## src/rtl/cfg_capture_pkg.sv

```systemverilog
// Shared constants and helpers for the configuration-stream byte capture block.
package cfg_capture_pkg;

  localparam int unsigned CFG_BYTE_W  = 8;
  localparam int unsigned CFG_CNT_W   = 24;
  localparam int unsigned SYNC_STAGES = 2;

  localparam logic [CFG_CNT_W-1:0] CFG_CNT_MAX = {CFG_CNT_W{1'b1}};

  typedef logic [CFG_BYTE_W-1:0] cfg_byte_t;

  // Shift one serial bit into a partially assembled byte; after eight calls the
  // first bit sits in bit 7 (msb_first) or bit 0 (lsb first).
  function automatic cfg_byte_t shift_in(input cfg_byte_t cur, input logic bit_in,
                                         input logic msb_first);
    if (msb_first) begin
      return {cur[CFG_BYTE_W-2:0], bit_in};
    end else begin
      return {bit_in, cur[CFG_BYTE_W-1:1]};
    end
  endfunction

endpackage

```

## src/rtl/sync_fifo.sv

```systemverilog
// Single-clock first-word-fall-through FIFO. A write into a full FIFO is taken
// only when a read happens in the same cycle.
module sync_fifo #(
  parameter int unsigned WIDTH = 8,
  parameter int unsigned DEPTH = 16
) (
  input  logic             clk_i,
  input  logic             rst_ni,
  input  logic             wr_en_i,
  input  logic [WIDTH-1:0] wr_data_i,
  input  logic             rd_en_i,
  output logic [WIDTH-1:0] rd_data_o,
  output logic             full_o,
  output logic             empty_o
);

  localparam int unsigned AW   = $clog2(DEPTH);
  localparam int unsigned PtrW = AW + 1;

  logic [WIDTH-1:0] mem_q [DEPTH];
  logic [PtrW-1:0]  wr_ptr_q;
  logic [PtrW-1:0]  rd_ptr_q;
  logic             do_rd;
  logic             do_wr;

  // Pointer-derived status and the accepted read/write strobes
  always_comb begin
    empty_o   = (wr_ptr_q == rd_ptr_q);
    full_o    = (wr_ptr_q[AW] != rd_ptr_q[AW]) && (wr_ptr_q[AW-1:0] == rd_ptr_q[AW-1:0]);
    do_rd     = rd_en_i && !empty_o;
    do_wr     = wr_en_i && (!full_o || do_rd);
    rd_data_o = mem_q[rd_ptr_q[AW-1:0]];
  end

  // Storage and pointers; storage is cleared so the head reads zero out of reset
  always_ff @(posedge clk_i or negedge rst_ni) begin
    if (!rst_ni) begin
      for (int unsigned i = 0; i < DEPTH; i++) begin
        mem_q[i] <= '0;
      end
      wr_ptr_q <= '0;
      rd_ptr_q <= '0;
    end else begin
      if (do_wr) begin
        mem_q[wr_ptr_q[AW-1:0]] <= wr_data_i;
        wr_ptr_q                <= wr_ptr_q + PtrW'(1);
      end
      if (do_rd) begin
        rd_ptr_q <= rd_ptr_q + PtrW'(1);
      end
    end
  end

endmodule

```

## src/rtl/cfg_byte_capture.sv

```systemverilog
// Deserialises the loader's cfg_clk/cfg_dat stream into bytes, buffers them in a
// FIFO and presents them on a valid/ready interface with status counters/flags.
module cfg_byte_capture
  import cfg_capture_pkg::*;
#(
  parameter int unsigned FIFO_DEPTH = 16,
  parameter bit          MSB_FIRST  = 1'b1
) (
  input  logic                  clk_i,
  input  logic                  reset_i,
  input  logic                  cfg_clk_i,
  input  logic                  cfg_dat_i,
  input  logic                  detached_i,
  output logic [CFG_BYTE_W-1:0] byte_o,
  output logic                  valid_o,
  input  logic                  ready_i,
  output logic [CFG_CNT_W-1:0]  byte_count_o,
  output logic                  overflow_o,
  output logic                  frame_err_o,
  output logic                  done_o
);

  // Edges are ignored until the synchronizers hold real samples, so an input
  // already high at reset release is not mistaken for a rising edge.
  localparam int unsigned        PrimeW   = $clog2(SYNC_STAGES + 2);
  localparam logic [PrimeW-1:0]  PrimeCyc = PrimeW'(SYNC_STAGES + 1);

  logic [SYNC_STAGES-1:0] clk_sync_q;
  logic [SYNC_STAGES-1:0] dat_sync_q;
  logic [SYNC_STAGES-1:0] det_sync_q;
  logic                   clk_last_q;
  logic                   det_last_q;
  logic [PrimeW-1:0]      prime_cnt_q;
  logic                   primed;
  logic                   clk_rise;
  logic                   det_rise;

  logic                   edge_q;
  logic                   bit_q;
  logic [2:0]             bit_cnt_q;
  cfg_byte_t              shreg_q;
  logic                   push_q;

  logic [CFG_CNT_W-1:0]   byte_count_q;
  logic                   overflow_q;
  logic                   frame_err_q;
  logic                   done_q;

  logic                   fifo_full;
  logic                   fifo_empty;
  logic                   pop;
  logic                   push_ok;

  // Input synchronizers, edge-detect history and post-reset priming counter
  always_ff @(posedge clk_i or negedge reset_i) begin
    if (!reset_i) begin
      clk_sync_q  <= '0;
      dat_sync_q  <= '0;
      det_sync_q  <= '0;
      clk_last_q  <= 1'b0;
      det_last_q  <= 1'b0;
      prime_cnt_q <= '0;
    end else begin
      clk_sync_q <= {clk_sync_q[SYNC_STAGES-2:0], cfg_clk_i};
      dat_sync_q <= {dat_sync_q[SYNC_STAGES-2:0], cfg_dat_i};
      det_sync_q <= {det_sync_q[SYNC_STAGES-2:0], detached_i};
      clk_last_q <= clk_sync_q[SYNC_STAGES-1];
      det_last_q <= det_sync_q[SYNC_STAGES-1];
      if (!primed) begin
        prime_cnt_q <= prime_cnt_q + PrimeW'(1);
      end
    end
  end

  // Rising-edge detection and FIFO handshake decode
  always_comb begin
    primed   = (prime_cnt_q == PrimeCyc);
    clk_rise = primed && clk_sync_q[SYNC_STAGES-1] && !clk_last_q;
    det_rise = primed && det_sync_q[SYNC_STAGES-1] && !det_last_q;
    valid_o  = !fifo_empty;
    pop      = valid_o && ready_i;
    push_ok  = push_q && (!fifo_full || pop);
  end

  // Register the edge strobe together with its data bit before the shifter
  always_ff @(posedge clk_i or negedge reset_i) begin
    if (!reset_i) begin
      edge_q <= 1'b0;
      bit_q  <= 1'b0;
    end else begin
      edge_q <= clk_rise;
      bit_q  <= dat_sync_q[SYNC_STAGES-1];
    end
  end

  // Shifter and bit counter; a detach drops any partial byte
  always_ff @(posedge clk_i or negedge reset_i) begin
    if (!reset_i) begin
      shreg_q   <= '0;
      bit_cnt_q <= '0;
      push_q    <= 1'b0;
    end else begin
      push_q <= 1'b0;
      if (det_rise) begin
        bit_cnt_q <= '0;
      end else if (edge_q) begin
        shreg_q   <= shift_in(shreg_q, bit_q, MSB_FIRST);
        bit_cnt_q <= bit_cnt_q + 3'd1;
        push_q    <= (bit_cnt_q == 3'd7);
      end
    end
  end

  // Saturating accepted-byte counter and sticky status flags
  always_ff @(posedge clk_i or negedge reset_i) begin
    if (!reset_i) begin
      byte_count_q <= '0;
      overflow_q   <= 1'b0;
      frame_err_q  <= 1'b0;
      done_q       <= 1'b0;
    end else begin
      if (push_ok && (byte_count_q != CFG_CNT_MAX)) begin
        byte_count_q <= byte_count_q + CFG_CNT_W'(1);
      end
      if (push_q && !push_ok) begin
        overflow_q <= 1'b1;
      end
      if (det_rise) begin
        done_q <= 1'b1;
        if (bit_cnt_q != 3'd0) begin
          frame_err_q <= 1'b1;
        end
      end
    end
  end

  sync_fifo #(
    .WIDTH (CFG_BYTE_W),
    .DEPTH (FIFO_DEPTH)
  ) u_fifo (
    .clk_i     (clk_i),
    .rst_ni    (reset_i),
    .wr_en_i   (push_ok),
    .wr_data_i (shreg_q),
    .rd_en_i   (pop),
    .rd_data_o (byte_o),
    .full_o    (fifo_full),
    .empty_o   (fifo_empty)
  );

  assign byte_count_o = byte_count_q;
  assign overflow_o   = overflow_q;
  assign frame_err_o  = frame_err_q;
  assign done_o       = done_q;

endmodule

```

## config.mk

```make
export PLATFORM = sky130hd
export DESIGN_NAME = cfg_byte_capture
export DESIGN_NICKNAME = d
export VERILOG_FILES = /design/src/rtl/cfg_capture_pkg.sv /design/src/rtl/sync_fifo.sv /design/src/rtl/cfg_byte_capture.sv
export SDC_FILE = /design/constraint.sdc
export NUM_CORES = 1
export LEC_CHECK = 0
export BUFFER_PORTS_ARGS = -buffer_cell sky130_fd_sc_hd__buf_2
export CAP_MARGIN = 20
export CORE_MARGIN = 3
export CORE_UTILIZATION = 38
export CTS_CLUSTER_SIZE = 10
export DETAILED_ROUTE_END_ITERATION = 16
export PLACE_DENSITY = 0.59
export SYNTH_ARGS = -nofsm -noshare
export SYNTH_HDL_FRONTEND = slang
export SYNTH_SLANG_ARGS = --single-unit
```

## constraint.sdc

```tcl
create_clock -name clk_i -period 3.37 [get_ports clk_i]
set_input_delay 0.1685 -clock clk_i [delete_from_list [all_inputs] [get_ports clk_i]]
set_output_delay 0.1685 -clock clk_i [all_outputs]
set_load 0.02 [all_outputs]
```

; Word-level counts from Yosys, hierarchy flattened
; Index checks and enable logic that the tools add are counted.
[word_totals]
reg_bits = 189
output_inout_bits = 36
inputBits = 6
wordCells = 83
[op_classes]
n_mux = 10
bitwise = 3
n_reduce_logical = 23
addsub = 5
magnitude_cmp = 3
eq_ne = 6
[op_table]
columns = op, count
row1 = bitwise mux 128 bit, 1
row2 = binary-select mux 8 bit (select 4 bit), 1
row3 = demux 8 bit (select 4 bit), 1
row4 = adder 24 x 1 -> 24 bit (second input constant), 1
row5 = 2-to-1 mux 8 bit, 3
row6 = inequality test 24 bit (second input constant), 1
row7 = logical AND 1 bit, 12
row8 = adder 5 x 1 -> 5 bit (second input constant), 2
row9 = greater-or-equal comparator 5 bit (second input constant), 2
row10 = NOT 4 -> 5 bit, 2
row11 = 2-to-1 mux 3 bit, 2
row12 = equality test 5 bit, 1
row13 = logical NOT 1 bit, 5
row14 = less-than comparator 5 x 1 -> 1 bit (second input constant), 1
row15 = equality test 4 bit, 1
row16 = AND reduction 2 bit, 2
row17 = adder 3 x 1 -> 3 bit (second input constant), 1
row18 = equality test 3 bit (second input constant), 1
row19 = nonzero test 3 bit, 1
row20 = adder 2 x 1 -> 2 bit (second input constant), 1
row21 = equality test 2 bit (second input constant), 1
row22 = logical OR 1 bit, 2
row23 = 2-to-1 mux 1 bit, 2
row24 = nonzero test 2 bit, 1
row25 = 2 further kinds, 2

; Longest topological paths before layout
; Gate-level depths: netlist of run 1.
[logic_depth]
depth_word = 7
ltp_mapped = 8
depth_no_buf = 6

; Modules after synthesis
; From an unflattened synthesis of run 1, not the netlist that was laid out.
[hier_totals]
cells_unflattened = 603
hier_area_um2 = 8662.1
[modules_own_cells]
columns = mod, seq_area_each_um2, cells_each, instances, area_each_um2
row1 = sync_fifo, 3453.3, 430, 1, 6488.7
row2 = cfg_byte_capture, 1276.2, 173, 1, 2173.3

; Least setup slack after synthesis of run 1
; OpenSTA, ideal clock, no wires.
[synth_path]
path_kind = reg2out
startpoint = register u_fifo.rd_ptr_q[0]
endpoint = output byte_o[0]
stages_incl_launch_ff = 7
required_ps = 3201
slack_ps = 1281
path_buffers = 3
t_arrival_ps = 1921
cell_sequence = dfrtp_1 buf_4 buf_2 buf_2 mux4_2 mux2i_1 a21oi_1
[synth_via]
elab_chain_cells = 4
[synth_lines]
columns = element, line_no
row1 = start: declaration, sync_fifo.sv:22  ; logic [PtrW-1:0] rd_ptr_q;
row2 = start signal: assignment, sync_fifo.sv:49  ; rd_ptr_q <= rd_ptr_q + PtrW'(1);
row3 = NOT 4 -> 5 bit (implied by the code), sync_fifo.sv:32  ; rd_data_o = mem_q[rd_ptr_q[AW-1:0]];
row4 = binary-select mux 8 bit (select 4 bit), sync_fifo.sv:32
row5 = 2-to-1 mux 8 bit (implied by the code) (2 in a row), sync_fifo.sv:32
row6 = end: declaration, cfg_byte_capture.sv:14  ; output logic [CFG_BYTE_W-1:0] byte_o,
; Every way passes these cells. The select of a mux whose other input is x is not followed.

; Worst setup path after layout of run 1
[layout_path]
startpoint = register u_fifo.rd_ptr_q[0]
endpoint = output byte_o[2]
; The elaborated chain is that of the path after synthesis.

==> results of run 1 <==
-- stage by stage --
| step | std cells | util | hold WS [ns] |
|---|---|---|---|
| 6_report | 920 | 0.4442 | 0.2337 |
| 4_1_cts | 920 | 0.4442 | 0.2206 |
| 3_3_place_gp | 884 | 0.4141 | 0.2780 |
| 3_5_place_dp | 884 | 0.4141 | 0.2827 |
| 2_1_floorplan | 586 | - | -0.1271 |
| 5_1_grt | 920 | 0.4442 | 0.2548 |
-- cell usage after synthesis --
cell type	count
nor3_4	4
and2_1	1
mux2_2	135
xnor2_1	29
nand2_1	20
buf_6	3
buf_4	3
nor4_4	4
and4_1	4
nor2_1	13
nand4b_1	3
dfrtp_1	189
a211oi_1	9
a21boi_0	1
xor2_1	7
nor4_2	1
nand2b_1	3
mux2i_1	11
buf_1	7
nor3_1	1
inv_1	5
a21oi_1	9
buf_2	8
and3_1	12
buf_12	1
nand3_1	10
nor4bb_1	1
or2_2	1
nor2b_1	10
clkbuf_1	11
a21boi_1	1
mux4_2	32
ha_1	10
a21o_1	2
mux2_1	5
nor3b_4	6
nand4_1	13
o21ai_0	1
-- final cells by class --
| cell class | count | area, µm² |
|---|---|---|
| fillers | 1993 | 12320 |
| flip-flops and latches | 189 | 4731 |
| multi-input cells | 359 | 3775 |
| clock buffers | 17 | 425.4 |
| well taps | 280 | 350.3 |
| repair buffers | 55 | 341.6 |
| clock inverters | 15 | 201.4 |
| inverters | 5 | 18.77 |
-- critical path, delay by kind of cell, from the launching register on --
family                 cells  cell delay, ns
buffers and inverters      3            0.93
muxes                      1            0.55
DFF                        1            0.38
AOI/OAI and AO/OA          2            0.32
and+or+nand+nor            1            0.14
-- state kept, by name, summed over array words and instances, names as in the netlist, 2 cells and up --
| name | count |
|---|---|
| u_fifo.rd_ptr_q | 5 |
| byte_count_o | 24 |
| clk_sync_q | 2 |
| bit_cnt_q | 3 |
| dat_sync_q | 2 |
| u_fifo.wr_ptr_q | 5 |
| prime_cnt_q | 2 |
| det_sync_q | 2 |
| shreg_q | 8 |
| u_fifo.mem_q | 128 |
-- power groups by stage --
stage          registers [mW]  clock network, mW  logic, mW
2_1_floorplan            2.48                  0      0.813
6_report                 2.62               2.13      0.998
5_1_grt                  2.65               2.27       1.08
4_1_cts                  2.62               2.18       1.02
3_5_place_dp             2.66                  0       1.01
3_3_place_gp             2.65                  0       1.01
-- metal layers --
layer	vias to the layer above	wire, µm	global-route usage
li1	2220	-	-
met1	2613	8202	0.2098
met2	66	8914	0.2478
met3	18	498	0.02914
met4	0	202	0.04380
met5	-	0	0
-- worst min-delay path by stage --
stage,depth (start not counted),slack [ns],end
floorplan,0,-0.13,bit_cnt_q[0]
global placement,1,0.28,det_sync_q[0]
finish,4,0.23,u_fifo.rd_ptr_q[2]
CTS,4,0.22,u_fifo.rd_ptr_q[2]
global route,3,0.25,u_fifo.rd_ptr_q[0]
detailed placement,1,0.28,clk_sync_q[0]
-- cells by family (layout without fill, tap and decap cells) --
kind of cell             Yosys count  after routing
flip-flops                       189            189
adder cells (fa/ha/maj)           10             10
buffers and inverters             38             92
XOR/XNOR                          36             36
multiplexers                     183            183
AO/OA/AOI/OAI                     23             23
AND/OR/NAND/NOR                  107            107
==> flow_metrics.py, run 1 <==
metrics = {
    "outcome": {
        "outcome": "complete, no violations",
    },
    "floorplan": {
        "initial_core_utilization": 0.3927,
        "design.core.area_um2": 22160,
        "die_width_um": 157.3,
        "design.portCount": 42,
        "die-area_um2": 24760,
        "rows": 54,
        "die-height_um": 157.3,
    },
    "critical_path": {
        "r2r.worst_path.cells": 6,
        "max_stage_delay_ns": 0.55,
        "critical_path.max_fanout": 24,
        "setup.worst_path.end_class": "output pin",
        "timing.critical_path.from_type": "register",
        "required_ns": 3.20,
        "worstSetupStartpoint": "u_fifo.rd_ptr_q[0]",
        "r2r-end": "u_fifo.mem_q[100]",
        "regToRegStartpoint": "u_fifo.wr_ptr_q[3]",
        "critical_path_arrival_ns": 2.75,
        "critical-path-slowest-cell": "mux4_2",
        "critPathCapture": "byte_o[2]",
        "reg2reg_slack_ns": 0.66,
        "timing_worst_setup_path_type": "reg2out",
        "crit_top_cell": "buf_4",
        "worstPathCellList": "buf_4 -> buf_4 -> mux4_2 -> nor2b_1 -> a211oi_1 -> a21oi_1 -> buf_2",
    },
    "synth": {
        "synth-seq-cells": 189,
        "yosys.area_share.simple": 0.08913,
        "synthXorXnorAreaFrac": 0.03623,
        "synthesized_net_count": 602,
        "ys_types": 38,
        "synth_area_leader_cell": "dfrtp_1",
        "synth_top_area_share": 0.5434,
        "synth.mux.area_fraction": 0.2766,
        "synth_adder_area_share": 0.01438,
        "ys_seq_area_frac": 0.5434,
        "synth_compound_area_frac": 0.01696,
        "post_synth_instance_area_um2": 8703,
        "yosysWarnings": 0,
        "post_synth_main_area_contributors": "dfrtp_1 54%, mux2_2 17%, mux4_2 8.3%",
        "synth_top_family_by_area": "multiplexers",
        "synth_area_per_cell_um2": 14.85,
        "synthCells": 586,
    },
    "pwr": {
        "seq_power_share": 0.456,
        "power_mw": 5.746,
        "power_leakage_nw": 4.586,
        "peakVddDrop_v": 0.0003525,
        "comb_power_share": 0.174,
        "power_density_nw_per_um2": 583.7,
        "p_switching_mw": 1.813,
        "p_sw_frac": 0.3156,
        "share_clk_of_total_power": 0.370,
        "cellInternalPower_mw": 3.932,
    },
    "timing": {
        "fmax_mhz": 342.4,
        "clock-skew-final_ns": 0.01581,
        "maxSlewViolCount": 0,
        "period_needed_ns": 2.920,
        "final_hold_viol_count": 0,
        "finalSetupViolCount": 0,
        "fin_crit_sh": 0.8666,
        "rsz0062_at_grt": "no",
        "slew_headroom": 0.4189,
        "postLayoutSetupSlackWorst_ns": 0.4495,
        "tns_ns": 0,
        "worst_max_slew_pin_slew_ns": 0.8716,
    },
    "job": {
        "maxCapViolCount": 0,
    },
    "placement": {
        "dpl_cell_area_um2": 9176,
        "place.port_buffers": 41,
        "gp_congestion": 0.7821,
        "placed_wire_length_estimate_mm": 11.66,
        "placement_stage_worst_setup_slack_ns": 0.6543,
    },
    "finish": {
        "layout_commonest_cell": "dfrtp_1",
        "final_net_count": 643,
        "num_antenna_cells": 0,
        "layout-area-overhead-vs-synth_pct": 13.10,
        "cell_area_after_layout_um2": 9843,
        "drive_above_1_share": 0.4188,
        "most-common-layout-cells": "188 x dfrtp_1, 135 x mux2_2, 40 x buf_2",
    },
    "drt": {
        "route.antenna.remaining_nets": 0,
        "drt-pass1-iter-count": 5,
        "drt_wl_total_mm": 17.82,
        "avgViaCountPerCell": 5.345,
        "initialDrtViolationCount": 257,
        "drc": 0,
        "vias": 4917,
        "wl_per_cell_um": 19.37,
    },
    "clock_tree": {
        "tritoncts": "yes",
        "cts_inserted_buffers": 17,
        "ctsHoldBuffers": 4,
        "clock_tree.buffer_depth": 2,
        "post_cts.resized_instances": 0,
        "insertion_delay_ns": 0.43,
        "clock_tree.root_cell": "clkbuf_16",
        "post_cts.repair.setup_buffers": 0,
        "ctsHtreeMaxLevel": 4,
        "clk_pin_slew_ns": 0.06,
        "clkSinkCount": 189,
    },
    "min_path": {
        "source_of_the_worst_hold_timing_path": "ready_i",
        "hold_path.class": "in2reg",
    },
    "global_route": {
        "antenna_found_initial": 0,
        "grt_overflow": 0,
        "number_of_global_route_vias_before_repair": 5216,
        "grt_pass1_wl_mm": 29.10,
        "pin_count_of_the_biggest_net_entering_global_routing": 108,
        "global_route.usage.total": 0.1523,
    },
}
No activity file was read; power rests on OpenSTA's default activity.
==> inputs of run 2 (changes only) <==
==> constraint.sdc (replaced) <==
create_clock -name clk_i -period 3.37 [get_ports clk_i]
set_input_delay 0.1685 -clock clk_i [delete_from_list [all_inputs] [get_ports clk_i]]
set_output_delay 0.1685 -clock clk_i [all_outputs]
set_load 0.01 [all_outputs]
==> run 2 against run 1 <==
  * Count of clock-buffer cells in the layout rose by 3
  * Sequential cell count stayed put
  * Highest routed layer unchanged
  * Clock skew down 0.0063 ns
  * Sequential share of layout area hardly changed
  * Non-clock buffer count grew 1
  * Worst hold slack got worse by 0.0062 ns
  * Total power shrank 0.62%
  * Die area did not move
  * Setup slack worse by 0.011 ns
  * Sequential power hardly changed
  * Largest cell class unchanged
  * Clock power hardly changed
  * Critical path depth unchanged
==> flow_metrics.py, run 2 (synthesis gave the netlist of run 1 again) <==
metrics = {
    "finish": {
        "cell_area_after_layout_um2": 9842,
        "final_net_count": 644,
        "filler_cell_count": 1979,
        "largest_register": "u_fifo.mem_q",
        "num_antenna_cells": 0,
        "layout-area-overhead-vs-synth_pct": 13.08,
        "number_of_flip_flops_under_the_largest_register_name": 128,
        "layout_commonest_cell": "dfrtp_1",
        "finish.utilization": 0.4441,
        "drive_above_1_share": 0.4150,
        "most-common-layout-cells": "188 x dfrtp_1, 135 x mux2_2, 40 x buf_2",
    },
    "timing": {
        "finalSetupViolCount": 0,
        "clock-skew-final_ns": 0.009482,
        "rsz0062_at_grt": "no",
        "period_needed_ns": 2.931,
        "slew_headroom": 0.4081,
        "timing.hold.ws_ns": 0.2275,
        "fmax_mhz": 341.2,
        "worst_max_slew_pin_slew_ns": 0.8813,
        "tns_ns": 0,
        "fin_crit_sh": 0.8698,
        "final_hold_viol_count": 0,
        "maxSlewViolCount": 0,
    },
    "drt": {
        "vias": 4862,
        "route.antenna.remaining_nets": 0,
        "top_layer": "met4",
        "avgViaCountPerCell": 5.279,
        "routed-wl-met3_um": 379,
        "initialDrtViolationCount": 198,
        "drt-pass1-iter-count": 4,
        "routedLengthMet1_mm": 8.445,
        "drt_wl_total_mm": 18.26,
        "drc": 0,
        "detailroute.wirelength.met2_mm": 9.238,
        "wl_per_cell_um": 19.83,
    },
    "clock_tree": {
        "post_cts.repair.setup_buffers": 0,
        "cts_inserted_buffers": 17,
        "clock_tree.buffer_depth": 2,
        "tritoncts": "yes",
        "clkSinkCount": 189,
        "insertion_delay_ns": 0.43,
        "ctsHoldBuffers": 4,
        "clk_pin_slew_ns": 0.06,
        "ctsHtreeMaxLevel": 4,
        "clock_tree.root_cell": "clkbuf_16",
        "post_cts.resized_instances": 0,
    },
    "placement": {
        "dpl_cell_area_um2": 9184,
        "gp_congestion": 0.7698,
        "place.port_buffers": 41,
        "placed_wire_length_estimate_mm": 11.73,
    },
    "critical_path": {
        "critical_path.max_fanout": 24,
        "timing.critical_path.from_type": "register",
        "regToRegStartpoint": "u_fifo.wr_ptr_q[2]",
        "required_ns": 3.20,
        "max_stage_delay_ns": 0.52,
        "critical_path_arrival_ns": 2.76,
        "reg2reg_slack_ns": 0.71,
        "critical-path-slowest-cell": "mux4_2",
        "setup.worst_path.end_class": "output pin",
        "r2r.worst_path.cells": 6,
        "worstPathCellList": "buf_4 -> buf_4 -> mux4_2 -> nor2b_1 -> a211oi_1 -> a21oi_1 -> buf_2",
        "timing_worst_setup_path_type": "reg2out",
        "r2r-end": "u_fifo.mem_q[110]",
        "crit_top_cell": "buf_4",
    },
    "pwr": {
        "power_density_nw_per_um2": 580.2,
        "peakVddDrop_v": 0.0003059,
        "power_leakage_nw": 4.583,
    },
    "outcome": {
        "outcome": "complete, no violations",
    },
    "floorplan": {
        "initial_core_utilization": 0.3927,
        "die_width_um": 157.3,
        "die-height_um": 157.3,
        "design.core.area_um2": 22160,
        "rows": 54,
        "die-area_um2": 24760,
        "design.portCount": 42,
    },
    "global_route": {
        "global_route.usage.total": 0.1578,
        "grt_overflow": 0,
        "antenna_found_initial": 0,
        "number_of_global_route_vias_before_repair": 5304,
        "pin_count_of_the_biggest_net_entering_global_routing": 104,
        "grt_pass1_wl_mm": 29.94,
    },
    "min_path": {
        "whs_endpoint": "u_fifo.rd_ptr_q[0]",
        "timing.hold.worst_path_depth": 3,
        "hold_path.class": "in2reg",
        "source_of_the_worst_hold_timing_path": "ready_i",
    },
    "job": {
        "maxCapViolCount": 0,
    },
}
run 2: where the power goes:
part	switching (mW)	internal (mW)	total (mW)
Combinational	0.587	0.382	0.968
Clock	0.875	1.25	2.13
Sequential	0.260	2.35	2.61
Total	1.72	3.99	5.71
run 2: area by class of cell:
class,count,area (µm²),share of cell area
clock buffer,20,436.7,0.04437
clock inverter,12,181.4,0.01843
inverter,5,18.77,0.001907
multi-input combinational,359,3775,0.3835
sequential,189,4731,0.4807
tap,280,350.3,0.03560
timing repair buffer,56,349.1,0.03547
run 2: metal layers:
metal,vias up,global-route usage
li1,2212,-
met1,2599,0.2135
met2,35,0.2625
met3,16,0.03189
met4,0,0.03967
met5,-,0
run 2: worst max-delay path by stage:
stage | from | to | slack [ns] | depth (start not counted)
after CTS | u_fifo.rd_ptr_q[0] | byte_o[5] | 0.34 | 7
final | u_fifo.rd_ptr_q[0] | byte_o[6] | 0.44 | 7
after global placement | u_fifo.wr_ptr_q[3] | u_fifo.mem_q[99] | 0.74 | 6
after floorplan | u_fifo.rd_ptr_q[1] | u_fifo.mem_q[20] | 1.32 | 8
after detailed placement | u_fifo.wr_ptr_q[2] | u_fifo.mem_q[110] | 0.68 | 6
after global routing | u_fifo.rd_ptr_q[0] | byte_o[6] | 0.21 | 7
run 2: metrics by stage:
| stage | instances | power [mW] | setup WS (ns) |
|---|---|---|---|
| floorplan | 586 | 3.248 | 1.323 |
| global placement | 885 | 3.635 | 0.7411 |
| detailed placement | 885 | 3.644 | 0.6788 |
| CTS | 921 | 5.793 | 0.3392 |
| global route | 921 | 5.977 | 0.2100 |
| finish | 921 | 5.710 | 0.4388 |
run 2: critical path, delay by kind of cell (launching register included):
| kind | cells | cell delay (ns) |
|---|---|---|
| flops | 1 | 0.36 |
| mux | 1 | 0.52 |
| simple gates | 1 | 0.14 |
| compound gates | 2 | 0.33 |
| buf+inv | 3 | 0.97 |
==> inputs of run 3 (changes only) <==
Settings changed: PLACE_DENSITY 0.59 to 0.55.
==> run 3 against run 2 <==
  * Die area unchanged
  * Clock skew hardly changed
  * Non-clock buffer count down 1
  * Final cell count decreased by 0.11%
  * Sequential share of layout area is 0.33 points higher
  * Global-route usage fell by 0.053 points
  * Cell area shrank 0.67%
  * Sequential cell count unchanged
  * Combinational power is 1% higher
  * Largest cell class unchanged
  * Largest power group unchanged
==> flow_metrics.py, run 3 (synthesis gave the netlist of run 1 again) <==
metrics = {
    "outcome": {
        "outcome": "complete, no violations",
    },
    "floorplan": {
        "die_width_um": 157.3,
        "design.portCount": 42,
        "design.core.area_um2": 22160,
        "die-area_um2": 24760,
        "initial_core_utilization": 0.3927,
        "die-height_um": 157.3,
        "rows": 54,
    },
    "global_route": {
        "grt_overflow": 0,
        "global_route.usage.total": 0.1573,
        "antenna_found_initial": 0,
        "grt_pass1_wl_mm": 29.68,
        "number_of_global_route_vias_before_repair": 5268,
        "pin_count_of_the_biggest_net_entering_global_routing": 80,
    },
    "timing": {
        "finalSetupViolCount": 0,
        "maxSlewViolCount": 0,
        "final_hold_viol_count": 0,
        "period_needed_ns": 2.778,
        "rsz0062_at_grt": "no",
        "slew_headroom": 0.5076,
        "tns_ns": 0,
        "clock-skew-final_ns": 0.009079,
        "worst_max_slew_pin_slew_ns": 0.7331,
        "fmax_mhz": 359.9,
        "fin_crit_sh": 0.8245,
    },
    "min_path": {
        "hold_path.class": "in2reg",
    },
    "drt": {
        "wl_per_cell_um": 19.76,
        "initialDrtViolationCount": 265,
        "drc": 0,
        "vias": 4953,
        "drt-pass1-iter-count": 4,
        "drt_wl_total_mm": 18.18,
        "route.antenna.remaining_nets": 0,
        "avgViaCountPerCell": 5.384,
    },
    "clock_tree": {
        "ctsHtreeMaxLevel": 4,
        "cts_inserted_buffers": 17,
        "clkSinkCount": 189,
        "insertion_delay_ns": 0.43,
        "clk_pin_slew_ns": 0.06,
        "tritoncts": "yes",
        "clock_tree.buffer_depth": 2,
        "clock_tree.root_cell": "clkbuf_16",
        "post_cts.resized_instances": 0,
    },
    "finish": {
        "largest_register": "u_fifo.mem_q",
        "final_net_count": 643,
        "drive_above_1_share": 0.4156,
        "finish.utilization": 0.4411,
        "layout-area-overhead-vs-synth_pct": 12.32,
        "most-common-layout-cells": "188 x dfrtp_1, 135 x mux2_2, 40 x buf_2",
        "number_of_flip_flops_under_the_largest_register_name": 128,
        "num_antenna_cells": 0,
        "filler_cell_count": 2009,
        "layout_commonest_cell": "dfrtp_1",
    },
    "job": {
        "maxCapViolCount": 0,
    },
    "placement": {
        "placed_wire_length_estimate_mm": 11.85,
        "gp_congestion": 0.7794,
        "place.port_buffers": 41,
    },
    "critical_path": {
        "setup.worst_path.end_class": "output pin",
        "worstPathCellList": "buf_4 -> mux4_2 -> nor2b_1 -> a211oi_1 -> a21oi_1 -> buf_2",
        "required_ns": 3.20,
        "timing.critical_path.from_type": "register",
        "critical_path_arrival_ns": 2.61,
        "critical_path.max_fanout": 27,
        "critical-path-slowest-cell": "a211oi_1",
        "timing_worst_setup_path_type": "reg2out",
        "max_stage_delay_ns": 0.51,
    },
    "pwr": {
        "peakVddDrop_v": 0.0003016,
        "power_density_nw_per_um2": 564.0,
        "power_leakage_nw": 4.549,
    },
}
==> run 3: worst paths after layout <==
| kind | cells past startpoint | slack [ns] | end | start |
|---|---|---|---|---|
| hold / removal | 4 | 0.24 | u_fifo.rd_ptr_q[2] | ready_i |
| hold reg to reg | 0 | 0.35 | clk_sync_q[1] | clk_sync_q[0] |
| setup reg to reg | 6 | 0.80 | u_fifo.mem_q[122] | u_fifo.wr_ptr_q[2] |
| max in group asynchronous | 3 | 2.05 | byte_count_o[22] | reset_i |
| setup / recovery | 6 | 0.59 | byte_o[1] | u_fifo.rd_ptr_q[2] |
| min in group asynchronous | 2 | 0.34 | u_fifo.mem_q[62] | reset_i |
==> run 3: metrics by stage <==
stage                     power, mW  instances  hold slack [ns]  cell area, µm²  setup WS [ns]
after global routing          5.781        920           0.2402            9776         0.4665
final                         5.513        920           0.2361            9776         0.5915
after CTS                     5.594        920           0.2141            9776         0.6152
after global placement        3.626        884           0.2462            9176         0.8312
after floorplan               3.248        586          -0.1271            8703          1.323
after detailed placement      3.652        884           0.2590            9176         0.7733
==> run 3: cell type report <==
class                           instances  area, µm²  area share
Sequential cell                       189       4731      0.4839
Multi-Input combinational cell        359       3775      0.3862
Clock buffer                           20      446.7     0.04569
Tap cell                              280      350.3     0.03584
Timing Repair Buffer                   55      341.6     0.03494
Clock inverter                         12      112.6     0.01152
Inverter                                5      18.77    0.001920
==> run 3: worst max-delay path, delay by kind of cell, from the launching register on <==
kind,cells,cell delay (ns)
and+or+nand+nor,1,0.16
buffers and inverters,2,0.62
DFF,1,0.39
AOI/OAI and AO/OA,2,0.60
muxes,1,0.39
==> run 3: where the power goes <==
group          switching, mW  internal, mW  leakage (nW)  total [mW]
Clock                  0.871          1.05         0.272        1.92
Sequential             0.264          2.35          2.55        2.62
Combinational          0.598         0.380          1.73       0.978
Total                   1.73          3.78          4.55        5.51
==> run 3: per-layer routing <==
layer | vias up | track usage | routed length, µm | share of wire
li1 | 2216 | - | - | -
met1 | 2637 | 0.2204 | 8753 | 0.48
met2 | 72 | 0.2516 | 8679 | 0.48
met3 | 28 | 0.02832 | 451 | 0.025
met4 | 0 | 0.04711 | 293 | 0.016
met5 | - | 0 | 0 | 0
==> run 3: repair_timing <==
action / CTS / global route
endpoints found under the hold margin: 80 / 0
hold buffers: 4 / 0
setup endpoints to repair: 0 / 0
setup buffers: 0 / 0
